File: config.mk
export PLATFORM = sky130hd
export DESIGN_NAME = irq_controller
export DESIGN_NICKNAME = d
export VERILOG_FILES = /design/src/rtl/irq_pkg.sv /design/src/rtl/irq_priority_encoder.sv /design/src/rtl/irq_controller.sv
export SDC_FILE = /design/constraint.sdc
export NUM_CORES = 1
export LEC_CHECK = 0
export BUFFER_PORTS_ARGS = -buffer_cell sky130_fd_sc_hd__buf_2
export CAP_MARGIN = 20
export CORE_ASPECT_RATIO = 0.9
export CORE_MARGIN = 8
export CORE_UTILIZATION = 50
export DETAILED_ROUTE_END_ITERATION = 10
export MAX_ROUTING_LAYER = met4
export PLACE_DENSITY = 0.69
export SKIP_CTS_REPAIR_TIMING = 1
export SLEW_MARGIN = 0
export SYNTH_ARGS = -nofsm -noshare
export SYNTH_HDL_FRONTEND = slang
export SYNTH_SLANG_ARGS = --single-unit
export TNS_END_PERCENT = 30
File: constraint.sdc
create_clock -name clk -period 1.7 [get_ports clk]
set_input_delay 0.085 -clock clk [delete_from_list [all_inputs] [get_ports clk]]
set_output_delay 0.085 -clock clk [all_outputs]
set_load 0.02 [all_outputs]
File: src/rtl/irq_pkg.sv
// Shared definitions for the interrupt controller: FSM encoding and config register map.
package irq_pkg;

  typedef enum logic [1:0] {
    StIdle,
    StReq,
    StService
  } irq_state_e;

  localparam logic [1:0] ADDR_ENABLE    = 2'd0;
  localparam logic [1:0] ADDR_MODE      = 2'd1;
  localparam logic [1:0] ADDR_PENDING   = 2'd2;
  localparam logic [1:0] ADDR_INSERVICE = 2'd3;

endpackage

File: src/rtl/irq_priority_encoder.sv
// Fixed-priority encoder: the lowest set bit of req_i wins.
module irq_priority_encoder #(
  parameter int unsigned N_IRQ = 8,
  parameter int unsigned VEC_W = $clog2(N_IRQ)
) (
  input  logic [N_IRQ-1:0] req_i,
  output logic             valid_o,
  output logic [VEC_W-1:0] idx_o
);

  always_comb begin
    valid_o = |req_i;
    idx_o   = '0;
    // Walk from the top down so the lowest set index is the last assignment.
    for (int i = N_IRQ - 1; i >= 0; i--) begin
      if (req_i[i]) idx_o = VEC_W'(i);
    end
  end

endmodule

File: src/rtl/irq_controller.sv
// Fixed-priority interrupt controller with req/ack/eoi CPU handshake.
// Define IRQ_SYNC_EN to pass every irq_in bit through a 2-flop synchronizer.
module irq_controller
  import irq_pkg::*;
#(
  parameter int unsigned N_IRQ = 8,
  parameter int unsigned VEC_W = $clog2(N_IRQ)
) (
  input  logic             clk,
  input  logic             reset,
  input  logic [N_IRQ-1:0] irq_in,
  input  logic             cfg_we,
  input  logic [1:0]       cfg_addr,
  input  logic [N_IRQ-1:0] cfg_wdata,
  output logic [N_IRQ-1:0] cfg_rdata,
  output logic             irq_req,
  output logic [VEC_W-1:0] irq_vec,
  input  logic             irq_ack,
  input  logic             irq_eoi
);

  localparam logic [N_IRQ-1:0] One = N_IRQ'(1);

  logic [N_IRQ-1:0] irq_s;

`ifdef IRQ_SYNC_EN
  logic [N_IRQ-1:0] sync1_q, sync2_q;

  always_ff @(posedge clk) begin
    if (reset) begin
      sync1_q <= '0;
      sync2_q <= '0;
    end else begin
      sync1_q <= irq_in;
      sync2_q <= sync1_q;
    end
  end

  assign irq_s = sync2_q;
`else
  assign irq_s = irq_in;
`endif

  irq_state_e       state_q, state_d;
  logic [N_IRQ-1:0] enable_q, enable_d;
  logic [N_IRQ-1:0] mode_q, mode_d;
  logic [N_IRQ-1:0] pending_q, pending_d;
  logic [N_IRQ-1:0] insvc_q, insvc_d;
  logic [N_IRQ-1:0] prev_q;
  logic             req_q, req_d;
  logic [VEC_W-1:0] vec_q, vec_d;

  logic [N_IRQ-1:0] candidates, w1c, ack_clr, vec_onehot;
  logic             win_valid, ack_fire, eoi_fire;
  logic [VEC_W-1:0] win_idx;

  assign candidates = pending_q & enable_q & ~insvc_q;

  irq_priority_encoder #(
    .N_IRQ(N_IRQ),
    .VEC_W(VEC_W)
  ) u_prio (
    .req_i  (candidates),
    .valid_o(win_valid),
    .idx_o  (win_idx)
  );

  always_comb begin
    vec_onehot = One << vec_q;
    ack_fire   = (state_q == StReq) && irq_ack;
    eoi_fire   = (state_q == StService) && irq_eoi;
    ack_clr    = ack_fire ? vec_onehot : '0;
    w1c        = (cfg_we && cfg_addr == ADDR_PENDING) ? cfg_wdata : '0;
    enable_d   = (cfg_we && cfg_addr == ADDR_ENABLE) ? cfg_wdata : enable_q;
    mode_d     = (cfg_we && cfg_addr == ADDR_MODE) ? cfg_wdata : mode_q;
    // Edge channels: a new rising edge beats any clear in the same cycle.
    pending_d  = (mode_q & ((pending_q & ~w1c & ~ack_clr) | (irq_s & ~prev_q)))
               | (~mode_q & irq_s);
  end

  always_comb begin
    state_d = state_q;
    req_d   = req_q;
    vec_d   = vec_q;
    insvc_d = insvc_q;
    unique case (state_q)
      StIdle: begin
        if (win_valid) begin
          vec_d   = win_idx;
          req_d   = 1'b1;
          state_d = StReq;
        end
      end
      StReq: begin
        if (ack_fire) begin
          insvc_d = insvc_q | vec_onehot;
          req_d   = 1'b0;
          state_d = StService;
        end
      end
      StService: begin
        if (eoi_fire) begin
          insvc_d = insvc_q & ~vec_onehot;
          state_d = StIdle;
        end
      end
      default: state_d = StIdle;
    endcase
  end

  always_ff @(posedge clk) begin
    if (reset) begin
      state_q   <= StIdle;
      enable_q  <= '0;
      mode_q    <= '0;
      pending_q <= '0;
      insvc_q   <= '0;
      prev_q    <= '0;
      req_q     <= 1'b0;
      vec_q     <= '0;
    end else begin
      state_q   <= state_d;
      enable_q  <= enable_d;
      mode_q    <= mode_d;
      pending_q <= pending_d;
      insvc_q   <= insvc_d;
      prev_q    <= irq_s;
      req_q     <= req_d;
      vec_q     <= vec_d;
    end
  end

  always_comb begin
    unique case (cfg_addr)
      ADDR_ENABLE:  cfg_rdata = enable_q;
      ADDR_MODE:    cfg_rdata = mode_q;
      ADDR_PENDING: cfg_rdata = pending_q;
      default:      cfg_rdata = insvc_q;
    endcase
  end

  assign irq_req = req_q;
  assign irq_vec = vec_q;

endmodule

# Word-level counts from Yosys, hierarchy flattened

Cells that the tools add are included.

Bits of input ports: 23
Flip-flop bits (word level): 46
Output and inout bits: 12

Mux-type cells: 21
Reductions and logical operators: 14
Equality and inequality tests: 7
Shift-type cells: 1
Bitwise gates (word level): 17

Operators with widths:

| operator            | number |
|---|---|
| $and 8x8->8         | 8 |
| $not 8->8           | 6 |
| $mux 8              | 4 |
| $mux 3              | 8 |
| $or 8x8->8          | 3 |
| $pmux 8 s3          | 1 |
| $pmux 8 s2          | 1 |
| $reduce_and 3->1    | 3 |
| $reduce_or 8->1     | 1 |
| $shl 1x3->8 const A | 1 |
| $mux 2              | 3 |
| $pmux 2 s3          | 1 |
| $logic_and 1x1->1   | 5 |
| $eq 2x1->1 const B  | 2 |
| $eq 2x2->1 const B  | 2 |
| $logic_not 2->1     | 2 |
| $ne 2x2->1 const B  | 2 |
| $reduce_bool 2->1   | 2 |
| $mux 1              | 2 |
| $ne 2x1->1 const B  | 1 |
| $pmux 1 s2          | 1 |
| $reduce_and 2->1    | 1 |

# Longest topological paths before layout

Depth in word-level cells: 10
Gate-level depth with buffers: 5
Gate-level depth less buffers: 4

# Cells and area by module

Synthesis repeated with hierarchy kept, for this count alone.

Cells, all modules: 216
Area total of the unflattened synthesis: 2,217.1 um2

Modules (own cells, without submodules):

| module               | times used | area each (um2) | cells each |
|---|---|---|---|
| irq_controller       | 1          | 2,135.8         | 203 |
| irq_priority_encoder | 1          | 81.3            | 13 |

# Worst setup path before layout

Ideal clock, no wire load.

Kind: register to register
Start: register vec_q[0], in the netlist irq_vec[0]
End: register pending_q[5]
Path buffers: 1
Data arrival time: 1,168 ps
Period minus slack after synthesis: 1,284 ps
Stages on the path, launching flop included: 5
Setup slack: 416 ps
Cells stage by stage: dfxtp_1 -> clkbuf_1 -> nor2b_1 -> nand2_1 -> a22o_1

Longest elaborated chain between the ends: 7

RTL lines:

| item                     | RTL line              | source |
|---|---|---|
| start: declaration       | irq_controller.sv:51  | `logic [VEC_W-1:0] vec_q, vec_d;` |
| start signal: assignment | irq_controller.sv:129 | `vec_q <= vec_d;` |
| $shl 1x3->8              | irq_controller.sv:69  | `vec_onehot = One << vec_q;` |
| $mux 8                   | irq_controller.sv:72  | `ack_clr = ack_fire ? vec_onehot : '0;` |
| $not 8->8                | irq_controller.sv:77  | `pending_d = (mode_q & ((pending_q & ~w1c & ~ack_clr) \| (irq_s & ~prev_q)))` |
| $and 8x8->8              | irq_controller.sv:77  |  |
| $or 8x8->8               | irq_controller.sv:77  |  |
| $and 8x8->8              | irq_controller.sv:77  |  |
| $or 8x8->8               | irq_controller.sv:78  | `\| (~mode_q & irq_s);` |
| end signal: assignment   | irq_controller.sv:125 | `pending_q <= pending_d;` |
| end: declaration         | irq_controller.sv:47  | `logic [N_IRQ-1:0] pending_q, pending_d;` |

Every way passes these cells.
A chain may end at the register's enable or synchronous reset.

==> summary.txt <==
Synthesis
  – Post-synthesis instance total: 211
  – Cell Area, Synth: 2126 sq um
  – FFs w/ async S/R, synth: 0%
  – Number of synthesized flops with an enable pin: 0
  – Main synth FF type: dfxtp_1
  – Yosys reg bits: 46
  – Mean Syn Cell Area: 10.07 sq um
  – Ys Warns: 0
  – Synthesized Nets: 234
  – Distinct cells, synth: 37
  – Sequential element share of the synthesized area: 43.32%

CTS
  – CTS tree: built
  – CTS Buf Count: 5
  – Clk root buf: clkbuf_8
  – Num Clock Sinks: 46
  – Clk_lat worst skew: 0.30 ns
  – CTS clk-pin slew, worst paths: 0.09 ns
  – H-tree levels: 2
  – Clk buf depth: 2

Global route
  – Met1 Track Usage GR: 18.47%
  – Vias in the first global route: 1,632
  – GRT busiest layer: met2
  – Gr ovfl total: 0
  – Met2 global-route usage: 23.03%
  – GRT met3 Usage: 4.526%
  – First-pass GRT wire length: 7.797 mm
  – Initial antenna violation count: 0
  – Pin count of the biggest net entering global routing: 27
  – GRT Util Overall: 15.13%

Drt
  – Routed via count: 1,672
  – TritonRoute pass-1 iters: 4
  – Starting DRT DRC Count: 158
  – Routed vias/inst: 5.746
  – DRC Markers: 0
  – Routed WL: 4.634 mm
  – Routed WL per cell: 15.92 um
  – Routed Antenna Nets: 0

Die
  – Placeable Area: 4074 sq um
  – Chip Width: 84.73 um
  – Initial Util: 52.18%
  – Die Area: 6597 sq um
  – Die Y: 77.86 um
  – Top Ports: 35
  – # rows: 22

Timing
  – Fin crit period: 1.372 ns
  – Slew Limit Fails: 0
  – Setup TNS Final: 0 ns
  – Final period util: 80.69%
  – Worst-Margin Slew: 0.6242 ns
  – RSZ-0062 raised after global routing: no
  – Max Fclk: 729.0 MHz
  – Clock Skew: 0.008894 ns
  – Rel. slew slack: 58.26%
  – Final setup fails: 0
  – Hold Fails Final Rpt: 0

Critical path
  – CP startpoint kind: flop
  – WS Path Type: reg2out
  – Critical Path, Cell by Cell: mux4_2 > buf_2
  – Slowest cell on the critical path: mux4_2
  – Critical Path Max Stage Delay: 0.48 ns
  – Max FO, Critical Path: 3
  – WP data arrival: 1.29 ns
  – Critical Path End Type: output pin
  – Required @ worst endpoint: 1.62 ns

Pwr
  – Pwr/cell area: 906.8 nW/um^2
  – LEAKAGE: 0.001014 uW
  – Max VDD drop: 0.5418 mV

Final layout
  – Post-route insts no fill: 291
  – Layout area overhead: 13.83%
  – Nets: 265
  – Post-route cell area: 2420 sq um
  – Fillcell total: 349
  – Antenna cells: 0
  – Share of cells above drive strength 1: 24.28%

Placement
  – Placed cells: 283
  – Port Buf Inserts: 34
  – Post-place instance area: 2313 sq um
  – Routability cong.: 0.8621
  – Hpwl dp: 3.398 mm

Status
  – Outcome: complete, no violations

Job
  – Max-cap viol count: 0

Hold path
  – Min-Delay Path Class: in2reg
worst paths after layout:
path	from	endpoint	slack [ns]	cells past startpoint
worst min-delay path	irq_ack	state_q[0]$_SDFFE_PP0P_	0.01	2
worst max register to register	state_q[1]$_SDFFE_PP0P_	pending_q[1]$_SDFF_PP0_	0.37	4
worst min register to register	irq_req$_SDFFE_PP0P_	irq_req$_SDFFE_PP0P_	0.46	2
worst max-delay path	flop	cfg_rdata[0]	0.33	2
cells by family (layout without fill, tap and decap cells):
| family | after synthesis | after routing | synth area share, % |
|---|---|---|---|
| AND/OR/NAND/NOR | 82 | 82 | 22.54 |
| flip-flops | 46 | 46 | 43.32 |
| buffers and inverters | 15 | 47 | 3.825 |
| AO/OA/AOI/OAI | 44 | 44 | 14.30 |
| multiplexers | 24 | 24 | 16.01 |
where the power goes:
| group | internal [uW] | leakage, uW | switching [uW] | total [uW] |
|---|---|---|---|---|
| clock network | 440 | 0.0000524 | 362 | 802 |
| logic | 105 | 0.000584 | 124 | 229 |
| registers | 1120 | 0.000377 | 41.5 | 1160 |
| total | 1670 | 0.00101 | 527 | 2190 |
synthesized netlist by cell type (all sizes together), types with 2 or more instances:
library cell	instances	area, sq um
a211oi	9	67.56
a21oi	11	55.05
a22o	8	70.07
and3b	3	26.28
buf	9	58.80
clkbuf	3	11.26
dfxtp	46	920.9
inv	3	11.26
mux2i	16	160.2
mux4	8	180.2
nand2	26	97.59
nand2b	2	12.51
nand3	2	10.01
nand3b	9	100.1
nand4b	3	41.29
nor2	21	83.83
nor2b	10	62.56
o21ai	9	45.04
o31ai	2	15.01
per-stage QoR:
step                power, uW  utilization, %  worst slack (ns)  hold slack, ns
CTS                      2210           59.40            0.3178        0.009447
global placement         1416           56.79            0.3490          0.3130
floorplan                1341               -            0.4157          0.1829
global route             2289           59.40            0.2468         0.01553
finish                   2194           59.40            0.3282         0.01404
detailed placement       1418           56.79            0.3023          0.3238
area by class of cell:
type / instances / area, sq um / area share, %
clock buffers: 7 / 76.32 / 3.154
clock inverters: 1 / 30.03 / 1.241
inverters: 3 / 11.26 / 0.4654
multi-input cells: 150 / 1124 / 46.43
flip-flops and latches: 46 / 920.9 / 38.06
well taps: 48 / 60.06 / 2.482
repair buffers: 36 / 197.7 / 8.170
routing by layer:
| metal | up-vias | wire length, um |
|---|---|---|
| li1 | 830 | - |
| met1 | 790 | 2224 |
| met2 | 44 | 2075 |
| met3 | 8 | 272 |
| met4 | 0 | 62 |
| met5 | - | 0 |
layout by cell type (no fill, tap or decap), types with 2 or more instances in the layout:
| master | netlist | layout |
|---|---|---|
| a211oi_1 | 9 | 9 |
| a21oi_1 | 11 | 11 |
| a22o_1 | 8 | 8 |
| and3b_1 | 3 | 3 |
| buf_2 | 5 | 34 |
| clkbuf_1 | 3 | 2 |
| clkbuf_8 | 0 | 5 |
| dfxtp_1 | 46 | 46 |
| inv_1 | 3 | 3 |
| mux2i_1 | 16 | 16 |
| mux4_2 | 8 | 8 |
| nand2_1 | 26 | 26 |
| nand2b_1 | 2 | 2 |
| nand3_1 | 2 | 2 |
| nand3b_1 | 5 | 5 |
| nand3b_2 | 2 | 2 |
| nand3b_4 | 2 | 2 |
| nand4b_1 | 2 | 2 |
| nor2_1 | 19 | 19 |
| nor2_2 | 2 | 2 |
| nor2b_1 | 10 | 10 |
| o21ai_0 | 8 | 8 |
| o31ai_1 | 2 | 2 |
worst max-delay path: cells and delay by family, from the launching register on:
family                 cells  cell delay [ns]
buffers and inverters      1             0.18
flip-flops                 1             0.33
multiplexers               1             0.48
Power figures use the tool's default switching activity.
